--- config.mk ---
export PLATFORM = sky130hd
export DESIGN_NAME = rename_map
export DESIGN_NICKNAME = d
export VERILOG_FILES = /design/src/rtl/rename_map.sv
export SDC_FILE = /design/constraint.sdc
export NUM_CORES = 2
export LEC_CHECK = 0
export ABC_AREA = 1
export BUFFER_PORTS_ARGS = -buffer_cell sky130_fd_sc_hd__buf_2
export CORE_MARGIN = 1.5
export CORE_UTILIZATION = 50
export CTS_BUF_LIST = sky130_fd_sc_hd__clkbuf_8
export DETAILED_ROUTE_END_ITERATION = 6
export HOLD_SLACK_MARGIN = 0.15
export MAX_ROUTING_LAYER = met4
export PLACE_DENSITY = 0.66
export SLEW_MARGIN = 10
export SYNTH_ARGS = -nofsm -noshare
export SYNTH_HDL_FRONTEND = slang
export SYNTH_SLANG_ARGS = --single-unit
--- constraint.sdc ---
create_clock -name clock -period 20.8 [get_ports clock]
set_input_delay 6.24 -clock clock [delete_from_list [all_inputs] [get_ports clock]]
set_output_delay 6.24 -clock clock [all_outputs]
set_load 0.05 [all_outputs]
--- src/rtl/rename_map.sv ---
// Register alias table with a circular free list, one speculation checkpoint
// and two retire ports; renames up to two instructions per cycle.
module rename_map #(
    parameter int ARCH_REGS  = 32,
    parameter int PHYS_REGS  = 64,
    parameter int FREE_DEPTH = 32,
    localparam int AW = $clog2(ARCH_REGS),
    localparam int PW = $clog2(PHYS_REGS),
    localparam int FW = $clog2(FREE_DEPTH)
) (
    input  logic                 clock,
    input  logic                 reset,
    input  logic [1:0]           q_valid,
    input  logic [1:0][AW-1:0]   q_rs_1,
    input  logic [1:0][AW-1:0]   q_rs_2,
    input  logic [1:0][AW-1:0]   q_rd,
    input  logic [1:0]           q_rename,
    input  logic [1:0]           q_tag,
    input  logic                 checkpoint,
    input  logic                 flush,
    input  logic [1:0]           free_valid,
    input  logic [1:0][PW-1:0]   free_rn,
    output logic [1:0]           r_valid,
    output logic [1:0][PW-1:0]   r_rs_1_rn,
    output logic [1:0][PW-1:0]   r_rs_2_rn,
    output logic [1:0][PW-1:0]   r_rd_rn,
    output logic [1:0][PW-1:0]   r_prev_rn,
    output logic [1:0]           r_tag,
    output logic                 stall,
    output logic [FW:0]          free_count
);

    logic [PW-1:0] map_r      [ARCH_REGS];
    logic [PW-1:0] snap_map_r [ARCH_REGS];
    logic [PW-1:0] map_next_s [ARCH_REGS];
    logic [PW-1:0] fifo_r     [FREE_DEPTH];
    logic [FW-1:0] head_r, tail_r, snap_head_r, tail1_s;
    logic [FW:0]   count_r, snap_count_r, pushed_since_r;
    logic [FW:0]   need_s, pushed_s, count_next_s;
    logic [1:0]    alloc_s, push_s, byp_s;
    logic          accept_s;
    logic [1:0][PW-1:0] new_rn_s, rs1_s, rs2_s, rd_s, prev_s, rd_map_s;

    // x0 always reads as rn 0; slot 1 sees slot 0's fresh rn for a matching register
    function automatic logic [PW-1:0] lookup(input logic [PW-1:0] mapped,
                                             input logic [AW-1:0] areg,
                                             input logic          byp,
                                             input logic [AW-1:0] byp_reg,
                                             input logic [PW-1:0] byp_rn);
        logic [PW-1:0] rn;
        if (areg == {AW{1'b0}}) begin
            rn = {PW{1'b0}};
        end else if (byp && (areg == byp_reg)) begin
            rn = byp_rn;
        end else begin
            rn = mapped;
        end
        return rn;
    endfunction

    // Allocation demand, acceptance, retire pushes and candidate free-list entries
    always_comb begin
        for (int i = 0; i < 2; i++) begin
            alloc_s[i] = q_valid[i] & q_rename[i] & (q_rd[i] != {AW{1'b0}});
            push_s[i]  = free_valid[i] & (free_rn[i] != {PW{1'b0}});
        end
        byp_s        = {alloc_s[0], 1'b0};
        need_s       = {{FW{1'b0}}, alloc_s[0]} + {{FW{1'b0}}, alloc_s[1]};
        pushed_s     = {{FW{1'b0}}, push_s[0]} + {{FW{1'b0}}, push_s[1]};
        accept_s     = (count_r >= need_s) && !flush;
        stall        = (need_s != {(FW+1){1'b0}}) && !accept_s;
        count_next_s = count_r - need_s + pushed_s;
        tail1_s      = tail_r + {{(FW-1){1'b0}}, push_s[0]};
        new_rn_s[0]  = fifo_r[head_r];
        new_rn_s[1]  = fifo_r[head_r + {{(FW-1){1'b0}}, alloc_s[0]}];
    end

    // Per-slot rename results, zeroed for invalid slots
    always_comb begin
        for (int i = 0; i < 2; i++) begin
            rd_map_s[i] = lookup(map_r[q_rd[i]], q_rd[i], byp_s[i], q_rd[0], new_rn_s[0]);
            if (!q_valid[i]) begin
                rs1_s[i]  = {PW{1'b0}};
                rs2_s[i]  = {PW{1'b0}};
                rd_s[i]   = {PW{1'b0}};
                prev_s[i] = {PW{1'b0}};
            end else begin
                rs1_s[i] = lookup(map_r[q_rs_1[i]], q_rs_1[i], byp_s[i], q_rd[0], new_rn_s[0]);
                rs2_s[i] = lookup(map_r[q_rs_2[i]], q_rs_2[i], byp_s[i], q_rd[0], new_rn_s[0]);
                if (alloc_s[i]) begin
                    rd_s[i]   = new_rn_s[i];
                    prev_s[i] = rd_map_s[i];
                end else begin
                    rd_s[i]   = rd_map_s[i];
                    prev_s[i] = {PW{1'b0}};
                end
            end
        end
    end

    // Map after this cycle's renames; slot 1 wins a same-rd write
    always_comb begin
        for (int j = 0; j < ARCH_REGS; j++) begin
            map_next_s[j] = (accept_s && alloc_s[1] && (q_rd[1] == AW'(j))) ? new_rn_s[1] :
                            (accept_s && alloc_s[0] && (q_rd[0] == AW'(j))) ? new_rn_s[0] :
                            map_r[j];
        end
    end

    // Map, free list, counters and checkpoint state
    always_ff @(posedge clock) begin
        if (reset) begin
            for (int i = 0; i < ARCH_REGS; i++) begin
                map_r[i]      <= PW'(i);
                snap_map_r[i] <= PW'(i);
            end
            for (int i = 0; i < FREE_DEPTH; i++) begin
                fifo_r[i] <= PW'(ARCH_REGS + i);
            end
            head_r         <= {FW{1'b0}};
            tail_r         <= {FW{1'b0}};
            snap_head_r    <= {FW{1'b0}};
            count_r        <= (FW+1)'(FREE_DEPTH);
            snap_count_r   <= (FW+1)'(FREE_DEPTH);
            pushed_since_r <= {(FW+1){1'b0}};
        end else begin
            if (push_s[0]) fifo_r[tail_r]  <= free_rn[0];
            if (push_s[1]) fifo_r[tail1_s] <= free_rn[1];
            tail_r <= tail_r + pushed_s[FW-1:0];
            if (flush) begin
                // restored occupancy = snapshot count plus every retire since it was taken
                for (int i = 0; i < ARCH_REGS; i++) map_r[i] <= snap_map_r[i];
                head_r         <= snap_head_r;
                count_r        <= snap_count_r + pushed_since_r + pushed_s;
                pushed_since_r <= pushed_since_r + pushed_s;
            end else if (accept_s) begin
                for (int i = 0; i < ARCH_REGS; i++) map_r[i] <= map_next_s[i];
                head_r  <= head_r + need_s[FW-1:0];
                count_r <= count_next_s;
                if (checkpoint) begin
                    for (int i = 0; i < ARCH_REGS; i++) snap_map_r[i] <= map_next_s[i];
                    snap_head_r    <= head_r + need_s[FW-1:0];
                    snap_count_r   <= count_next_s;
                    pushed_since_r <= {(FW+1){1'b0}};
                end else begin
                    pushed_since_r <= pushed_since_r + pushed_s;
                end
            end else begin
                count_r        <= count_r + pushed_s;
                pushed_since_r <= pushed_since_r + pushed_s;
            end
        end
    end

    // Registered results
    always_ff @(posedge clock) begin
        if (reset || !accept_s) begin
            r_valid   <= 2'b00;
            r_rs_1_rn <= '0;
            r_rs_2_rn <= '0;
            r_rd_rn   <= '0;
            r_prev_rn <= '0;
            r_tag     <= 2'b00;
        end else begin
            r_valid   <= q_valid;
            r_rs_1_rn <= rs1_s;
            r_rs_2_rn <= rs2_s;
            r_rd_rn   <= rd_s;
            r_prev_rn <= prev_s;
            r_tag     <= q_tag & q_valid;
        end
    end

    assign free_count = count_r;

endmodule
==> reports/qor.csv <==
stage,metric,value,unit
finish,synthesis-to-layout area growth,7.30,%
clock_tree,Post-CTS Hold Buffers,0,
worst_setup_path,startpoint class of the critical path,primary input,
placed_design,DP Worst Slack,5130,ps
placed_design,port buffer count,112,
synth,Yosys warnings,0,
synth,post-synthesis sequential area ratio,0.414,
sta,f_max,63.3,MHz
pwr,P_leak,19.2,nW
finish,Filler cells,8926,
worst_setup_path,register-to-register path setup slack,15090,ps
floorplan,die extent in x,307,um
grt,pin count of the biggest net entering global routing,125,
placed_design,routability congestion estimate,1.10,
sta,fin crit period,15790,ps
floorplan,Die Ht,307,um
sta,Clock Skew,69.2,ps
pwr,Sw Share,0.397,
sta,Final Max Slew Viols,0,
synth,ranking of synthesized cells by area,"edfxtp_1 (37%), o21ai_0 (12%), nand3_1 (9.1%), nand2_1 (7.1%), a21oi_1 (6.4%)",
placed_design,half-perimeter wire length after detailed placement,154000,um
synth,simple-gate portion of the synthesized area,0.223,
synth,main combinational cell family by area after synthesis,compound AO/OA/AOI/OAI gates,
pwr,switching pwr,1.70,mW
detailed_routing,detailed-route vias per instance,6.83,
clock_tree,Inserted Clock Buffers,117,
floorplan,Site Rows,111,
pwr,power share of the combinational group,0.290,
run,max-cap check violation count,0,
clock_tree,CTS tree,yes,
synth,ys flop type,edfxtp_1,
synth,number of flops mapped to enable cells by yosys,576,
synth,multiplexer fraction of the synthesized cell area,0,
floorplan,starting utilization of the core area,0.504,
synth,flip-flop and latch count after synthesis,666,
clock_tree,Root Driver,clkbuf_8,
pwr,cell internal power dissipation,2.58,mW
synth,fraction of synthesis flops using an asynchronous set or reset pin,0,
detailed_routing,final wirelength,233000,um
synth,per-instance average area after synthesis,7.32,um2
synth,synthesized instance count,6304,
clock_tree,number of sinks handled by clock tree synthesis,666,
synth,area fraction in compound gates after synthesis,0.251,
synth,xor and xnor fraction of the mapped netlist area,0.00681,
detailed_routing,total vias in the final route,50800,
worst_setup_path,required time of the critical path,14560,ps
synth,commonest cells in the netlist,"o21ai_0 (1,074), nand2_1 (870), nand3_1 (840)",
worst_setup_path,Worst Setup End Kind,output port,
grt,vias in the first global route,44900,
placed_design,post-detailed-placement cell area,46900,um2
pwr,power density cells,86.4,nW/um2
sta,setup violation total in the final timing report,0,
grt,global-route wire length before repair,326000,um
pwr,post-layout total power,4.28,mW
pwr,worst vdd ir,0.0896,mV
detailed_routing,first-pass iteration count of the detailed router,7,
grt,antenna violations before repair,17,
floorplan,number of top-level pins,113,
synth,top-area cell type share of the netlist area,0.375,
worst_setup_path,WP data arrival,9550,ps
outcome,outcome,finished clean,
sta,unrepaired setup endpoints after global routing,false,
detailed_routing,detail-routed net length per standard cell,31.3,um
grt,total routing usage reported by global routing,0.494,
hold_path,type of the tightest min-delay check,reg -> reg,
sta,transition at the pin with the smallest max-transition slack,1280,ps
synth,most area-hungry cell type in the Yosys netlist,edfxtp_1,
pwr,share of power burned in the clock network,0.315,
clock_tree,clock transition at the registers of the reported paths,60,ps
finish,share of layout cells above drive strength 1,0.0748,
synth,distinct cell type count after synthesis,50,
detailed_routing,initial drt markers,9312,
synth,"Cell Area, Synth",46100,um2
clock_tree,post-CTS setup buffer count,0,
worst_setup_path,maximum fanout encountered on the critical timing path,24,
synth,"share of synthesized cell area in full adder, half adder and majority cells",0.0131,
sta,part of the cycle the worst path needs,0.759,
sta,Final Hold Violating Endpoints,0,
worst_setup_path,Critical Path Most Common Cell,inv_1,
sta,summed negative setup slack over all endpoints,0,ps
clock_tree,worst skew pair latency,880,ps
detailed_routing,DRC Markers,0,
sta,worst path setup slack after routing,5010,ps
worst_setup_path,delay of the slowest cell on the worst path,530,ps
synth,"Net Count, Synth",6401,
finish,total non-filler cell area in the finished layout,49500,um2
grt,Overflow after GRT,0,
synth,cell with the most instances after synthesis,o21ai_0,
clock_tree,H-tree Lvls,3,
clock_tree,CTS resizes,0,
floorplan,die area,94100,um2
clock_tree,"buffers from clock root to sink, at most",3,
sta,max_slew headroom,0.141,
worst_setup_path,Setup CP Type,in -> out,
worst_setup_path,Slowest cell on crit path,nor2_8,
worst_setup_path,sequence of cells on the critical path,buf_2 -> nor2_8 -> nand3_4 -> nand2_4 -> nor2_1 -> inv_1 -> ha_1 -> inv_1 -> o21bai_1 -> a31oi_1 -> nand2_1 -> nand2_1 -> inv_1 -> nor2_1 -> buf_2,
finish,"Net count, final",6224,
pwr,sequential group share of total power,0.395,
floorplan,core region area,91500,um2
detailed_routing,post-detailed-route count of antenna-violating nets,0,
[registers in the layout, summed over array words and instances (netlist names), named ones only]
signal / flops
r_tag: 2
snap_map_r: 192
free_count: 6
r_valid: 2
snap_count_r: 6
fifo_r: 192
r_rs_2_rn: 12
tail_r: 5
r_prev_rn: 12
head_r: 5
snap_head_r: 5
map_r: 192
r_rs_1_rn: 12
r_rd_rn: 12
pushed_since_r: 6
[final cells by class]
class / count / area, um2 / share of cell area
Antenna cell: 23 / 57.6 / 0.00116
Clock buffer: 127 / 1750 / 0.0353
Clock inverter: 94 / 771 / 0.0156
Inverter: 558 / 2100 / 0.0423
Multi-Input combinational cell: 4573 / 22900 / 0.463
Sequential cell: 666 / 19100 / 0.386
Tap cell: 1186 / 1480 / 0.0300
Timing Repair Buffer: 211 / 1320 / 0.0267
[critical path: cells and delay by family]
family                     cells  cell delay (ps)
and+or+nand+nor                7             1910
buffers and inverters          5              940
adders and majority gates      1              250
AOI/OAI and AO/OA              2              190
[final timing paths]
path,end,cells past startpoint,from
hold / removal,snap_head_r[3],2,snap_head_r[3]
setup reg to reg,map_r[3][5],15,head_r[0]
setup / recovery,stall,15,q_rd[1]
hold reg to reg,snap_head_r[3],2,snap_head_r[3]
[cells in the final DEF, fill, tap and decap left out, drive strengths merged, types with 12 or more instances in the layout]
cell type	count
clkbuf	127
edfxtp	576
dfxtp	90
o221ai	27
a21oi	593
nor2	555
bufinv	12
a311oi	20
nand3	851
a22o	13
o21ai	1107
nand3b	13
or2	14
ha	34
and3	13
o22ai	209
nand2	878
nand4	21
inv	583
a22oi	24
o21a	51
xor2	30
o211ai	53
diode	23
clkinv	52
buf	211
[power by group through the flow]
stage | sequential [mW] | combinational, mW | clock (mW)
after floorplan | 1.70 | 0.682 | 0
after global placement | 1.70 | 1.16 | 0
after detailed placement | 1.71 | 1.16 | 0
after CTS | 1.68 | 1.17 | 1.34
after global routing | 1.69 | 1.28 | 1.39
final | 1.69 | 1.24 | 1.35
[through the flow]
step                hold WS [ps]  utilization  instances
detailed placement           451        0.513       7194
global route                 482        0.541       7433
finish                       463        0.541       7438
floorplan                    429            -       6304
CTS                          465        0.540       7415
global placement             441        0.513       7194
[routing by layer]
metal / vias up / wire length [um] / global-route usage
met1: 23400 / 84600 / 0.615
met4: 0 / 17900 / 0.300
met3: 1018 / 35800 / 0.170
met2: 4524 / 94600 / 0.688
met5: - / 0 / -
li1: 21900 / - / -
[kinds of logic after synthesis]
family,count (synthesis)
fa+ha+maj,43
flops,666
buf+inv,1065
compound gates,2135
simple gates,2360
xor+xnor,35
No activity file was read; power rests on OpenSTA's default activity.
